**config.mk**
```make
export PLATFORM = sky130hd
export DESIGN_NAME = bin2bcd_seq
export DESIGN_NICKNAME = d
export VERILOG_FILES = /design/src/rtl/bin2bcd_seq.sv
export SDC_FILE = /design/constraint.sdc
export NUM_CORES = 1
export LEC_CHECK = 0
export BUFFER_PORTS_ARGS = -buffer_cell sky130_fd_sc_hd__buf_2
export CAP_MARGIN = 20
export CORE_MARGIN = 2
export CORE_UTILIZATION = 30
export CTS_CLUSTER_SIZE = 24
export DETAILED_ROUTE_END_ITERATION = 10
export GPL_TIMING_DRIVEN = 0
export SLEW_MARGIN = 10
export SYNTH_ARGS = -nofsm -noshare
export SYNTH_HDL_FRONTEND = slang
export SYNTH_SLANG_ARGS = --single-unit
```
**constraint.sdc**
```tcl
create_clock -name clk -period 3 [get_ports clk]
set_input_delay 0.3 -clock clk [delete_from_list [all_inputs] [get_ports clk]]
set_output_delay 0.3 -clock clk [all_outputs]
set_load 0.02 [all_outputs]
```
**src/rtl/bin2bcd_seq.sv**
```systemverilog
// -----------------------------------------------------------------------------
// bin2bcd_seq
//   Sequential shift-add-3 (double-dabble) binary-to-BCD converter. Takes one
//   unsigned binary value per valid/ready handshake and, IN_W+1 edges later,
//   updates four registered BCD digits together with a one-cycle out_valid
//   pulse. The result is held between conversions so a downstream display
//   never flickers.
//
//   Only four decimal digits are kept, so the default build gives
//   bcd = bin_in mod 10000 and ovf stays 0.
//   Optional macro BCD_SATURATE_EN: inputs above 9999 yield bcd = 16'h9999
//   and ovf = 1 instead of wrapping.
//
// Parameters
//   IN_W   binary input width, 4..14
//   CNT_W  shift counter width, 2**CNT_W > IN_W
//
// Ports
//   clk        system clock
//   reset      synchronous, active-high reset
//   in_valid   bin_in is valid this cycle
//   bin_in     unsigned binary value to convert
//   in_ready   converter idle; handshake = in_valid && in_ready at posedge
//   busy       conversion in progress
//   out_valid  one-cycle pulse, bcd/ovf updated this cycle
//   bcd        {thousands, hundreds, tens, ones}, held until next out_valid
//   ovf        input exceeded 9999 (saturating build only, else 0)
// -----------------------------------------------------------------------------
module bin2bcd_seq #(
    parameter int IN_W  = 14,
    parameter int CNT_W = 4
) (
    input  logic            clk,
    input  logic            reset,
    input  logic            in_valid,
    input  logic [IN_W-1:0] bin_in,
    output logic            in_ready,
    output logic            busy,
    output logic            out_valid,
    output logic [15:0]     bcd,
    output logic            ovf
);

    typedef enum logic [1:0] {
        IDLE  = 2'd0,
        SHIFT = 2'd1,
        DONE  = 2'd2
    } state_t;

    state_t          state;
    state_t          state_next;
    logic [IN_W-1:0] bin_reg;
    logic [15:0]     scratch;
    logic [15:0]     scratch_adj;
    logic [CNT_W-1:0] cnt;
    logic            last_shift;

    assign in_ready   = (state == IDLE);
    assign busy       = (state != IDLE);
    assign last_shift = (cnt == CNT_W'(IN_W - 1));

    // Add-3 correction applied before each shift. A digit never exceeds 9
    // here, so the corrected value (at most 12) still fits in four bits.
    always_comb begin
        scratch_adj = scratch;
        for (int i = 0; i < 4; i++) begin
            if (scratch[4*i +: 4] >= 4'd5)
                scratch_adj[4*i +: 4] = scratch[4*i +: 4] + 4'd3;
        end
    end

    // NOTE: sequential state uses non-blocking assignments so every register
    // samples its inputs from the same edge, independent of statement order.
    always_ff @(posedge clk) begin
        if (reset) state <= IDLE;
        else       state <= state_next;
    end

    // NOTE: state_next gets a default before the case so no path leaves it
    // unassigned, which would otherwise infer a latch.
    always_comb begin
        state_next = state;
        case (state)
            IDLE:    if (in_valid)   state_next = SHIFT;
            SHIFT:   if (last_shift) state_next = DONE;
            DONE:    state_next = IDLE;
            default: state_next = IDLE;
        endcase
    end

`ifdef BCD_SATURATE_EN
    logic sat_pending;
`endif

    always_ff @(posedge clk) begin
        if (reset) begin
            bin_reg   <= '0;
            scratch   <= '0;
            cnt       <= '0;
            bcd       <= '0;
            out_valid <= 1'b0;
`ifdef BCD_SATURATE_EN
            sat_pending <= 1'b0;
            ovf         <= 1'b0;
`endif
        end else begin
            out_valid <= 1'b0;
            case (state)
                IDLE: begin
                    if (in_valid) begin
                        bin_reg <= bin_in;
                        scratch <= '0;
                        cnt     <= '0;
`ifdef BCD_SATURATE_EN
                        sat_pending <= (32'(bin_in) > 32'd9999);
`endif
                    end
                end
                SHIFT: begin
                    // Bit carried out of the thousands digit is dropped.
                    scratch <= {scratch_adj[14:0], bin_reg[IN_W-1]};
                    bin_reg <= {bin_reg[IN_W-2:0], 1'b0};
                    cnt     <= cnt + CNT_W'(1);
                end
                DONE: begin
                    out_valid <= 1'b1;
`ifdef BCD_SATURATE_EN
                    bcd <= sat_pending ? 16'h9999 : scratch;
                    ovf <= sat_pending;
`else
                    bcd <= scratch;
`endif
                end
                default: ;
            endcase
        end
    end

`ifndef BCD_SATURATE_EN
    assign ovf = 1'b0;
`endif

endmodule

```
==> impl_results.md, run 1 <==
* Outcome: finished, final reports clean
* FF-to-FF Start: scratch[5]
* Fin crit share at 0.589
* Critical path depth at 5
* ANT cells at 0
* Drt drc at 0
* DRT Wirelength at 5.28 mm
* Post-synthesis register bit count at 53
* Mapped Area at 2470 um2
* Die footprint at 8970 um2
* Clock skew at 0.0133 ns
* Die Wd at 94.7 um
* Lkg Pwr at 1.21 nW
* Reg2reg end: scratch[6]
* RePlAce Congestion at 0.769
* # nets final at 376
* Peak Freq at 0.566 GHz
* Largest area contributor in the netlist: dfxtp_1
* Post-synth ARST share at 0
* Hold_ws at 0.356 ns
* Hold buffer count at cts at 0
* Initial core utilization at 0.305
* EDFF count, synth at 0
* Worst-path clk slew at 0.10 ns
* Final min period at 1.77 ns
* WHS Path Cells at 2
* Worst-Margin Slew at 0.522 ns
* Placed insts at 447
* Family with the most delay on the worst path: buffers and inverters
* Reg2Reg Depth at 6
* Finished Layout Cells at 455
* PortBufs at 34
* Hold EP: bin_reg[13]
* First-pass GRT wire length at 8.91 mm
* Tot GR Track Use at 0.125
* CTS Sinks at 53
* Vias in the first global route at 1,952
* Slowest CP cell: dfxtp_1
* CP required at 2.70 ns
* Max-cap violations at 0
* Core footprint at 8090 um2
* Via count at 2,105
* Post-Syn Instances at 308
* Fin. max-slew vios at 0
* Setup_tns at 0 ns
* P per Cell Area at 474 nW/um2
* Initial DRC count at 92
* Drt wl/cell at 11.6 um
* Hold Path Class: primary input to flip-flop
* Area of placed instances at 2770 um2
* Synth cell types at 35
* Total gr overflow at 0
* Startpoint class of the critical path: flip-flop
* Buf+Inv Stages, Crit Path at 4
* Reg2Reg Setup Slack at 1.48 ns
* Critical path's largest stage delay at 0.31 ns
* Clock Latency Late Sink at 0.31 ns
* Syn avg cell area at 8.01 um2
* Slew HR at 0.652
* Area share of the largest cell type after synthesis at 0.430
* CP Class: flip-flop to output port
* Sequential cell area fraction in the yosys report at 0.430
* Synth area leaders: dfxtp_1, a21oi_1, nor2_1
* Drt first pass iters at 4
* Die Ht at 94.7 um
* Finished Core Util at 0.357
* Initial antenna violation count at 0
* Setup crit end kind: output port
* Most used flip-flop cell after synthesis: dfxtp_1
* Critical Path, Cell by Cell: buf_4 > buf_2 > or2_2 > inv_1 > buf_2
* Depth of the CTS H-tree at 2
* Clk buf depth at 2
* Highest ir drop seen on vdd at 0.000234 V
* Number of CTS-inserted buffers at 5
* Unrepaired setup endpoints after global routing: false
* Final std cell area, no fill at 2890 um2
* Via density at 4.63
* Largest net degree at the start of global routing at 16
* Syn Nets at 335
* CTS tree: built
* Boundary pin count at 37
* Top cell by count, worst path: buf_2
* Crit path DAT at 1.47 ns
* Final hold violation count at 0
* Row Count at 33
* Setup violations, final at 0
* Min-delay src: reset
* Root Buffer Master: clkbuf_8
* Post-CTS setup buffers at 0
* Area Growth Syn to Fin at 16.9%
* PostCTS Resize Cnt at 0
* Yosys warnings at 0
* Hpwl dp at 3.70 mm
* Routed Antenna Nets at 0
* Layout cells sized above 1 at 0.180
* Crit-path max FO at 10
-- synth_stat cells (7+ instances only) --
library cell and instances:
dfxtp_1 53, nor2_1 50, a21oi_1 41, nand2_1 33, nor3_1 15, buf_2 12, inv_1 12, nor2b_1 12
a22o_1 11, ha_1 10, o21ai_0 7
-- cell families (layout without fill, tap and decap cells) --
kind of cell,count (synthesis),count (layout),synth area share
other,1,1,0.00152
AO/OA/AOI/OAI,65,65,0.158
buffers and inverters,34,76,0.0669
XOR/XNOR,7,7,0.0248
flip-flops,53,53,0.430
multiplexers,5,5,0.0208
adder cells (fa/ha/maj),10,10,0.0507
AND/OR/NAND/NOR,133,133,0.247
-- layout by cell type (no fill, tap or decap), types with 3 or more instances in the layout --
| cell type | count |
|---|---|
| a21oi_1 | 41 |
| a22o_1 | 11 |
| buf_2 | 46 |
| clkbuf_1 | 7 |
| clkbuf_8 | 6 |
| dfxtp_1 | 53 |
| ha_1 | 10 |
| inv_1 | 12 |
| mux2i_1 | 4 |
| nand2_1 | 33 |
| nand2b_1 | 6 |
| nand3_1 | 6 |
| nor2_1 | 50 |
| nor2b_1 | 12 |
| nor3_1 | 15 |
| o21ai_0 | 7 |
| xnor2_1 | 4 |
| xor2_1 | 3 |
-- worst max path at each step --
stage | start | to | slack, ns
2_1_floorplan | state[0] | in_ready | 1.61
3_3_place_gp | scratch[5] | scratch[6] | 1.52
3_5_place_dp | scratch[5] | scratch[6] | 1.50
4_1_cts | state[0] | in_ready | 1.23
5_1_grt | state[0] | in_ready | 1.17
6_report | state[0] | in_ready | 1.23
-- routing by layer --
layer | routed length, um | global-route usage
met5 | 0 | 0
met4 | 81 | 0.0374
met3 | 227 | 0.0263
met2 | 2370 | 0.209
met1 | 2590 | 0.161
-- area by class of cell --
cell class | count | area (um2)
inverter | 12 | 45.0
clock buffer | 7 | 86.3
buffer | 22 | 120
multi-input combinational | 221 | 1240
timing repair buffer | 34 | 170
clock inverter | 1 | 30.0
sequential | 53 | 1060
tap | 105 | 131
fill | 884 | 5210
-- where the power goes --
part,switching (mW),leakage (nW),internal (mW)
clock,0.232,0.0585,0.272
sequential,0.0102,0.431,0.723
combinational,0.0780,0.723,0.0526
-- stage by stage --
stage	power (mW)	setup slack, ns
global route	1.43	1.17
global placement	0.879	1.52
detailed placement	0.880	1.50
finish	1.37	1.23
floorplan	0.843	1.61
CTS	1.38	1.23
(Power assumes the default switching activity.)
==> run 2: changes to the inputs <==
- ABC_AREA: not set -> 1
- clock period: 3 -> 1.7 ns (I/O delays scaled with it)
==> run 2 against run 1 <==
Wire length up 11%. Via count up 5.4%. First-iteration DRC count up 38%. Clock skew down 0.0042 ns. Sequential share of layout area up 0.16 points. Die area down 1.0%. Non-clock buffer count down 6. Sequential power up 76%. Register-to-register slack worse by 1.2 ns. Global-route usage up 1.2 points.
==> impl_results.md, run 2 <==
* Layout cells sized above 1 at 0.175 (-0.00480)
* Top cell by count, worst path: nor2_1
* DRT Wirelength at 5.83 mm (+11%)
* Routed Antenna Nets at 0 (unchanged)
* Mapped Area at 2440 um2 (-1.1%)
* Min-delay src: bin_in[0]
* Initial core utilization at 0.313 (+0.00778)
* Tot GR Track Use at 0.137 (+0.0117)
* Boundary pin count at 37 (unchanged)
* Initial DRC count at 127 (+38%)
* Crit-path max FO at 5 (-5)
* Post-CTS setup buffers at 0 (unchanged)
* Post-synth ARST share at 0 (unchanged)
* Hold EP: bin_reg[0]
* P per Cell Area at 879 nW/um2 (+85%)
* Area Growth Syn to Fin at 17.7%
* Via count at 2,218 (+5.4%)
* EDFF count, synth at 0 (unchanged)
* Vias in the first global route at 2,083 (+6.7%)
* Core footprint at 7810 um2 (-3.5%)
* Highest ir drop seen on vdd at 0.000348 V (+49%)
* Fin crit share at 0.813
* Top-count cell post-synth: nand2_1
* CTS Sinks at 53 (unchanged)
* Lkg Pwr at 1.27 nW (+5.1%)
* PostCTS Resize Cnt at 0 (unchanged)
* Final hold violation count at 0 (unchanged)
* Slowest CP cell: dfxtp_1
* Final min period at 1.38 ns
* Hold Path Class: primary input to flip-flop
* Post-synthesis register bit count at 53 (unchanged)
* Total gr overflow at 0 (unchanged)
* Setup crit end kind: flip-flop
* Hpwl dp at 4.15 mm (+12%)
* # nets final at 397 (+5.6%)
* Largest net degree at the start of global routing at 17 (+1)
* Most used flip-flop cell after synthesis: dfxtp_1
* Drt first pass iters at 4 (unchanged)
* Root Buffer Master: clkbuf_8
* Crit path DAT at 1.64 ns (+0.17 ns)
* CP Class: flip-flop to flip-flop
* Drt wl/cell at 12.3 um (+6.3%)
* Worst-path clk slew at 0.10 ns (about the same)
* Commonest cells in the synthesized netlist: nand2_1, dfxtp_1, a21oi_1
* Post-Syn Instances at 329 (+6.8%)
* RePlAce Congestion at 0.826 (+7.5%)
* Drt drc at 0 (unchanged)
* Synth area leaders: dfxtp_1, nand2_1, a21oi_1
* WHS Path Cells at 3 (+1)
* Critical Path, Cell by Cell: inv_1 > ha_1 > inv_1 > nand2_1 > nand3_1 > nand2_1 > nor2_1 > nor2_1 > nor2_1
* Sequential cell area fraction in the yosys report at 0.434 (+0.00462)
* ANT cells at 0 (unchanged)
* Reg2Reg Depth at 9 (+3)
* Hold_ws at 0.135 ns (-0.221 ns)
* Reg2Reg Setup Slack at 0.32 ns (-1.16 ns)
* Die Ht at 94.2 um (-0.51%)
* Setup_tns at 0 ns (unchanged)
* Startpoint class of the critical path: flip-flop
* CP required at 1.95 ns (-0.75 ns)
* Clock Latency Late Sink at 0.31 ns (about the same)
* Commonest non-fill, non-tap cell in the layout: nand2_1
* Via density at 4.69 (+1.4%)
* First-pass GRT wire length at 9.49 mm (+6.4%)
* CTS tree: built
* Clk buf depth at 2 (unchanged)
* Syn avg cell area at 7.42 um2 (-7.4%)
* Outcome: finished, final reports clean
* Initial antenna violation count at 0 (unchanged)
* Syn Nets at 356 (+6.3%)
* Fin. max-slew vios at 0 (unchanged)
* Max-cap violations at 0 (unchanged)
* Most frequent cells in the layout: nand2_1, dfxtp_1, buf_2
* Area share of the largest cell type after synthesis at 0.434 (+0.00462)
* Row Count at 32 (-3.0%)
* Reg2reg end: scratch[4]
* Number of CTS-inserted buffers at 5 (unchanged)
* Die Wd at 94.2 um (-0.51%)
* Clock skew at 0.00904 ns (-0.00424 ns)
* Yosys warnings at 0 (unchanged)
* Largest area contributor in the netlist: dfxtp_1
* PortBufs at 34 (unchanged)
* FF-to-FF Start: scratch[0]
* Die footprint at 8880 um2 (-1.0%)
* Critical path's largest stage delay at 0.42 ns (+0.11 ns)
* Hold buffer count at cts at 0 (unchanged)
* Unrepaired setup endpoints after global routing: false
* Setup violations, final at 0 (unchanged)
* Synth cell types at 23 (-34%)
* Depth of the CTS H-tree at 2 (unchanged)
* Fillcell total at 844 (-4.5%)
* Peak Freq at 0.723 GHz
[run 2: logic make-up after synthesis]
group	Yosys count	synth area share
other cells	1	0.00154
compound gates	80	0.179
flops	53	0.434
buf+inv	54	0.104
simple gates	131	0.230
fa+ha+maj	10	0.0512
[run 2: worst max-delay path by stage]
stage               startpoint  depth (start not counted)           to  slack (ns)
floorplan             state[1]                          5  bin_reg[10]        0.34
global placement    scratch[4]                          9   scratch[8]        0.36
detailed placement  scratch[0]                          9   scratch[4]        0.36
CTS                 scratch[0]                          9   scratch[4]        0.32
global route        scratch[8]                          9  scratch[12]        0.13
finish              scratch[0]                          9   scratch[4]        0.32
[run 2: report_power, final]
group	internal (mW)	switching, mW
clock	0.585	0.421
sequential	1.28	0.0161
combinational	0.0809	0.146
[run 2: area by class of cell]
type                            instances  area, um2  share of cell area
Buffer                                 16        110              0.0383
Clock buffer                            5       68.8              0.0239
Clock inverter                          3       65.1              0.0226
Inverter                               38        144              0.0501
Multi-Input combinational cell        222       1130               0.392
Sequential cell                        53       1060               0.369
Tap cell                              102        128              0.0444
Timing Repair Buffer                   34        170              0.0592
[run 2: critical path, delay by kind of cell, from the launching register on]
family	cells	cell delay, ns
simple gates	6	0.51
flops	1	0.42
fa+ha+maj	1	0.23
buf+inv	2	0.16
[run 2: per-stage QoR]
stage	utilization	area (um2)	std cells	power (mW)	worst slack (ns)
detailed placement	0.351	2740	465	1.55	0.358
global placement	0.351	2740	465	1.55	0.359
finish	0.368	2870	473	2.53	0.317
floorplan	-	2440	329	1.47	0.344
CTS	0.368	2870	473	2.56	0.320
global route	0.368	2870	473	2.64	0.130
[run 2: per-layer routing]
metal,global-route usage,share of wire,vias to the layer above,wire [um]
met1,0.170,0.48,989,2790
met2,0.233,0.45,63,2620
met4,0.0314,0.0089,0,52
met5,0,0,-,0
li1,-,-,1159,-
met3,0.0377,0.063,7,370
